==> src/rtl/fetch_unit.sv <==
// Instruction fetch stage: PC, memory req/ack fetch, instruction register.
// Optional fetch watchdog enabled by defining FETCH_TIMEOUT_EN.
module fetch_unit #(
  parameter int PC_W     = 8,
  parameter int INSTR_W  = 23,
  parameter int RESET_PC = 0,
  parameter int TIMEOUT  = 16
) (
  input  logic               clk,
  input  logic               rst,
  input  logic               start,
  input  logic               inc_pc,
  input  logic               branch,
  output logic               mem_req,
  output logic [PC_W-1:0]    mem_addr,
  input  logic               mem_ack,
  input  logic [INSTR_W-1:0] mem_rdata,
  output logic [INSTR_W-1:0] code,
  output logic               ir_valid,
  output logic [PC_W-1:0]    pc,
  output logic               fetch_err
);

  typedef enum logic [1:0] {
    IDLE,
    FETCH,
    HOLD
  } state_t;

  localparam logic [PC_W-1:0] RST_PC = PC_W'(RESET_PC);

  state_t state;

`ifdef FETCH_TIMEOUT_EN
  localparam int WD_W = $clog2(TIMEOUT + 1);
  localparam logic [WD_W-1:0] WD_LAST = WD_W'(TIMEOUT - 1);

  logic [WD_W-1:0] wdog;
`else
  // No watchdog: the error flag can never be raised.
  assign fetch_err = (TIMEOUT < 0);
`endif

  assign mem_addr = pc;

  always_ff @(posedge clk or posedge rst) begin
    if (rst) begin
      state     <= IDLE;
      pc        <= RST_PC;
      code      <= '0;
      ir_valid  <= 1'b0;
      mem_req   <= 1'b0;
`ifdef FETCH_TIMEOUT_EN
      fetch_err <= 1'b0;
      wdog      <= '0;
`endif
    end else begin
      unique case (state)
        IDLE: begin
          if (start) begin
            pc      <= RST_PC;
            mem_req <= 1'b1;
            state   <= FETCH;
`ifdef FETCH_TIMEOUT_EN
            wdog    <= '0;
`endif
          end
        end
        FETCH: begin
          if (mem_ack) begin
            code     <= mem_rdata;
            ir_valid <= 1'b1;
            mem_req  <= 1'b0;
            state    <= HOLD;
          end
`ifdef FETCH_TIMEOUT_EN
          else if (wdog == WD_LAST) begin
            fetch_err <= 1'b1;
            mem_req   <= 1'b0;
            state     <= IDLE;
          end else begin
            wdog <= wdog + 1'b1;
          end
`endif
        end
        HOLD: begin
          if (branch || inc_pc) begin
            // branch has priority over inc_pc
            pc       <= branch ? code[PC_W-1:0] : pc + 1'b1;
            ir_valid <= 1'b0;
            mem_req  <= 1'b1;
            state    <= FETCH;
`ifdef FETCH_TIMEOUT_EN
            wdog     <= '0;
`endif
          end
        end
        default: begin
          state   <= IDLE;
          mem_req <= 1'b0;
        end
      endcase
    end
  end

endmodule

==> config.mk <==
export PLATFORM = sky130hd
export DESIGN_NAME = fetch_unit
export DESIGN_NICKNAME = d
export VERILOG_FILES = /design/src/rtl/fetch_unit.sv
export SDC_FILE = /design/constraint.sdc
export NUM_CORES = 1
export LEC_CHECK = 0
export CAP_MARGIN = 15
export CORE_MARGIN = 2
export CORE_UTILIZATION = 42
export DETAILED_ROUTE_END_ITERATION = 6
export PLACE_DENSITY = 0.87
export SKIP_CTS_REPAIR_TIMING = 1
export SLEW_MARGIN = 20
export SYNTH_ARGS = -nofsm -noshare
export SYNTH_HDL_FRONTEND = slang
export SYNTH_SLANG_ARGS = --single-unit
==> constraint.sdc <==
create_clock -name clk -period 1.9 [get_ports clk]
set_clock_uncertainty 0.1 [all_clocks]
set_input_delay 0.57 -clock clk [delete_from_list [all_inputs] [get_ports clk]]
set_output_delay 0.57 -clock clk [all_outputs]
set_load 0.1 [all_outputs]
==> results of run 1 <==
==> state kept, by name (all words and copies together) (netlist names) <==
signal / flops
mem_req: 1
ir_valid: 1
code: 23
mem_addr: 8
state: 2
==> how the worst max path moves through the flow <==
stage	start	to	slack (ns)	cells past startpoint
6_report	branch	mem_addr[6]	0.07	5
5_1_grt	branch	mem_addr[5]	0.02	5
4_1_cts	mem_ack	code[12]	0.002	5
3_5_place_dp	mem_ack	code[12]	-0.30	5
3_3_place_gp	mem_ack	code[5]	-0.27	5
2_1_floorplan	mem_addr[3]	pc[3]	0.13	1
==> layout by cell type, fill, tap and decap left out, types with 2 or more instances in the layout <==
cell / instances
a21oi_1: 5
a22oi_1: 2
and3_1: 2
buf_12: 43
buf_4: 6
clkbuf_16: 2
clkbuf_8: 7
clkdlybuf4s50_1: 27
dfrtp_1: 27
dfrtp_2: 8
inv_1: 4
mux2_2: 5
mux2_4: 18
nand2_1: 5
nor2_1: 7
nor3b_1: 2
o21ai_0: 10
o21ai_1: 2
o31ai_1: 2
==> layer usage <==
| layer | wire, um | vias to the layer above |
|---|---|---|
| met5 | 0 | - |
| li1 | - | 613 |
| met3 | 383 | 10 |
| met1 | 1660 | 654 |
| met4 | 58 | 0 |
| met2 | 2290 | 79 |
==> through the flow <==
stage	worst slack [ns]	area, um^2	util (%)
floorplan	0.129	1690	-
global placement	-0.267	2820	75.3
detailed placement	-0.302	2820	75.3
CTS	0.00169	2920	77.9
global route	0.0201	3010	80.3
finish	0.0663	3010	80.3
==> cells in the mapped netlist (all sizes together) (2+ instances only) <==
library cell / count
inv: 5
buf: 14
mux2: 23
a22oi: 2
mux2i: 2
clkbuf: 2
a21oi: 5
dfrtp: 35
o31ai: 2
and3: 2
nand2: 5
nor2: 7
nor3b: 2
o21ai: 12
==> critical path, delay by kind of cell <==
kind                   cells  cell delay (ns)
AOI/OAI and AO/OA          3             0.75
buffers and inverters      1             0.51
and+or+nand+nor            1             0.08
==> layout make-up <==
cell class	instances	area [um^2]
clock buffer	8	100
fill	200	737
inverter	5	18.8
multi-input combinational	80	692
sequential	35	886
tap	48	60.1
timing repair buffer	80	1250
==> cell families after synthesis <==
logic type | Yosys count | share of synthesized area (%)
AND/OR/NAND/NOR | 24 | 7.45
AO/OA/AOI/OAI | 29 | 10.7
multiplexers | 25 | 20.6
buffers and inverters | 21 | 8.12
adder cells (fa/ha/maj) | 1 | 0.745
flip-flops | 35 | 52.2
other | 1 | 0.223
==> impl_metrics.yaml, run 1 <==
setup_path:
  cp.required_ns: 1.97
  r2r-end: "code[7]"
  r2r_start: "state[1]"
  crit_slowest_cell: "clkdlybuf4s50_1"
  critPathCaptureType: "flip-flop"
  ff2ff_setup_slack_ns: 0.23
  reg2regPathDepth: 3
  cpPeakStageDelay_ns: 0.51
  path_cells: "clkdlybuf4s50_1 > nor2_1 > a211o_1 > o21bai_1 > o2bb2ai_1"
  critical_path_arrival_ns: 1.91
  startpoint_type: "input pin"
  path_max_fanout: 8
  worstSetupPathType: "in -> reg"
cts:
  insertion_delay_ns: 0.28
  cts.htree.levels: 2
  cts_buffers: 5
  cts_tree: "built"
  cts_buffer_depth: 2
  ctsRootBufferMaster: "clkbuf_8"
  clk_pin_slew_ns: 0.07
  clkSinkCount: 35
placed_design:
  numPortBuffers: 69
  dp_hpwl_um: 3030
  placed_cells: 245
  gp_congestion: 0.895
hold_path:
  hp-start: "mem_ack"
  holdPathEnd: "state[0]"
  hp-class: "in -> reg"
  holdPathStages: 2
grt:
  first_global_vias: 1324
  busiest_layer: "met2"
  grtUsageMet3_pct: 7.83
  grt_max_degree: 36
  grt_pass1_wl_um: 6600
  gr-usage-met1_pct: 24.2
  grtUsageTotal_pct: 20.0
  gr-total-overflow: 0
  antenna_found_initial: 0
  use_met2_pct: 32.7
die:
  die_h_um: 67.2
  rows: 22
  die_w_um: 67.2
  die_area_mm2: 0.00452
  initial_core_util_pct: 44.9
  core_area_mm2: 0.00374
  ios: 71
sta:
  rsz0062_at_grt: "false"
  setup_viol_count_final: 0
  fin_crit_ns: 1.83
  drv_slew: 0
  hold_viol: 0
  max_freq_ghz: 0.545
  hold_slack_ns: 0.399
  tns_ns: 0
  fin_crit_sh_pct: 96.5
logic_synthesis:
  synth_area_mm2: 0.00168
  synth-main-ff-cell: "dfrtp_1"
  ys_warn_count: 0
  synth-async-reset-ratio_pct: 100
  synth_top_area_share_pct: 52.2
  synthDistinctLibCells: 38
  synthCells: 136
  netlist_top_cells_area: "dfrtp_1, mux2_4, buf_4, mux2_2, o21ai_0"
  syn_nets: 166
  synth_top_area_cell: "dfrtp_1"
  synth-seq-area-share_pct: 52.2
  avgSynthCellArea_um2: 12.3
  synth_enable_flop_cells: 0
  ys_ff_latch: 35
layout:
  syn_to_final_growth_pct: 79.1
  layout.nets: 237
  fin_cells: 256
  drive_gt1_share_pct: 45.2
  n_antenna_cell: 0
routing:
  drc: 0
  totalWireLength_um: 4390
  drtIter0Drc: 102
  via_per_inst: 5.30
  drtPass1Iterations: 4
  drtAntennaViolNets: 0
  wl_per_cell_um: 17.1
  vias: 1356
run:
  maxCapViolCount: 0
outcome:
  outcome: "complete, no violations"
Power of run 1 is not shown: default switching activity piles up to over one toggle a cycle in this logic, so the estimate is an artifact.
==> run 2: changes to the inputs <==
--- a/config.mk
+++ b/config.mk
@@ -9,7 +9,7 @@
 export CORE_MARGIN = 2
 export CORE_UTILIZATION = 42
 export DETAILED_ROUTE_END_ITERATION = 6
-export PLACE_DENSITY = 0.87
+export PLACE_DENSITY_LB_ADDON = 0.3
 export SKIP_CTS_REPAIR_TIMING = 1
 export SLEW_MARGIN = 20
 export SYNTH_ARGS = -nofsm -noshare
==> run 2 against run 1 <==
- non-clock buffer count fell by 3
- cell count fell by 1.2%
- count of clock-buffer cells in the layout did not move
- global-route usage rose by 0.44 points
- setup slack got worse by 0.041 ns
- via count rose by 1.5%
- design area fell by 1.9%
- first-iteration DRC count fell by 5.9%
==> impl_metrics.yaml, run 2 (same netlist as run 1, synthesis figures left out) <==
grt:
  grtUsageTotal_pct: 20.5
  grt_max_degree: 36
  antenna_found_initial: 0
  gr-total-overflow: 0
  grt_pass1_wl_um: 6870
  first_global_vias: 1464
sta:
  hold_viol: 0
  fin_crit_ns: 1.87
  max_freq_ghz: 0.533
  fin_ws_ns: 0.0255
  fin_crit_sh_pct: 98.7
  setup_viol_count_final: 0
  tns_ns: 0
  rsz0062_at_grt: "false"
  drv_slew: 0
die:
  core_area_mm2: 0.00374
  rows: 22
  die_h_um: 67.2
  ios: 71
  die_w_um: 67.2
  die_area_mm2: 0.00452
  initial_core_util_pct: 44.9
routing:
  drtAntennaViolNets: 0
  via_per_inst: 5.44
  drtIter0Drc: 96
  totalWireLength_um: 4340
  drtPass1Iterations: 4
  drc: 0
  wl_per_cell_um: 17.2
  vias: 1376
setup_path:
  critical_path_arrival_ns: 1.91
  worstSetupPathType: "in -> reg"
  critPathCaptureType: "flip-flop"
  cp.required_ns: 1.94
  path_max_fanout: 8
  startpoint_type: "input pin"
placed_design:
  dp_slack_ns: -0.319
  numPortBuffers: 69
  dp_hpwl_um: 3200
  placed_area_mm2: 0.00280
  gp_congestion: 0.889
cts:
  clkSinkCount: 35
  cts_buffer_depth: 2
  insertion_delay_ns: 0.28
  ctsRootBufferMaster: "clkbuf_8"
  cts.htree.levels: 2
  cts_tree: "built"
  cts_buffers: 5
  clk_pin_slew_ns: 0.07
layout:
  final_cell_mix: "buf_12, dfrtp_1, clkdlybuf4s50_1, mux2_4, o21ai_0"
  syn_to_final_growth_pct: 75.7
  final_common_cell: "buf_12"
  layout.nets: 234
  largest_register_ff_count: 23
  drive_gt1_share_pct: 43.9
  regMostFlops: "code"
  n_antenna_cell: 0
  fin_area_mm2: 0.00295
hold_path:
  hp-class: "in -> reg"
outcome:
  outcome: "complete, no violations"
run:
  maxCapViolCount: 0
[run 2: cell types whose count changed in the layout (fill, tap and decap cells not counted), sizes merged]
cell,change
buf,-2
clkbuf,-1
[run 2: area by class of cell]
type                    instances  area (um^2)
fillers                       215          793
multi-input cells              80          672
inverters                       5         18.8
flip-flops and latches         35          886
repair buffers                 77         1210
well taps                      48         60.1
clock buffers                   8          100
[run 2: layer usage]
layer / global-route usage (%) / part of all wire [%]
met1: 23.3 / 36
met2: 34.7 / 52
met5: 0 / 0
met4: 5.61 / 0.99
met3: 9.50 / 11
[run 2: worst max-delay path, stage by stage]
cell and delay, ns:
clkdlybuf4s50_1 0.50, nor2_1 0.08, a211o_1 0.41, o21ai_0 0.23
o21ai_0 0.12
[run 2: final timing paths]
kind / startpoint / endpoint / slack [ns] / cells after the start
max in group asynchronous: rst / mem_addr[3] / 0.97 / 3
setup / recovery: inc_pc / mem_addr[5] / 0.03 / 5
min in group asynchronous: rst / code[13] / 0.54 / 3
setup reg to reg: state[1] / code[7] / 0.28 / 3
hold reg to reg: ir_valid / ir_valid / 0.47 / 2
hold / removal: mem_ack / state[0] / 0.45 / 2
[run 2: per-stage QoR]
stage	std cells	utilization, %	hold WS, ns
final	253	78.8	0.449
after global routing	253	78.8	0.436
after CTS	252	77.4	0.462
after detailed placement	244	74.7	0.449
after global placement	244	74.7	0.429
after floorplan	136	-	0.394
Power of run 2 is left out for the same reason.
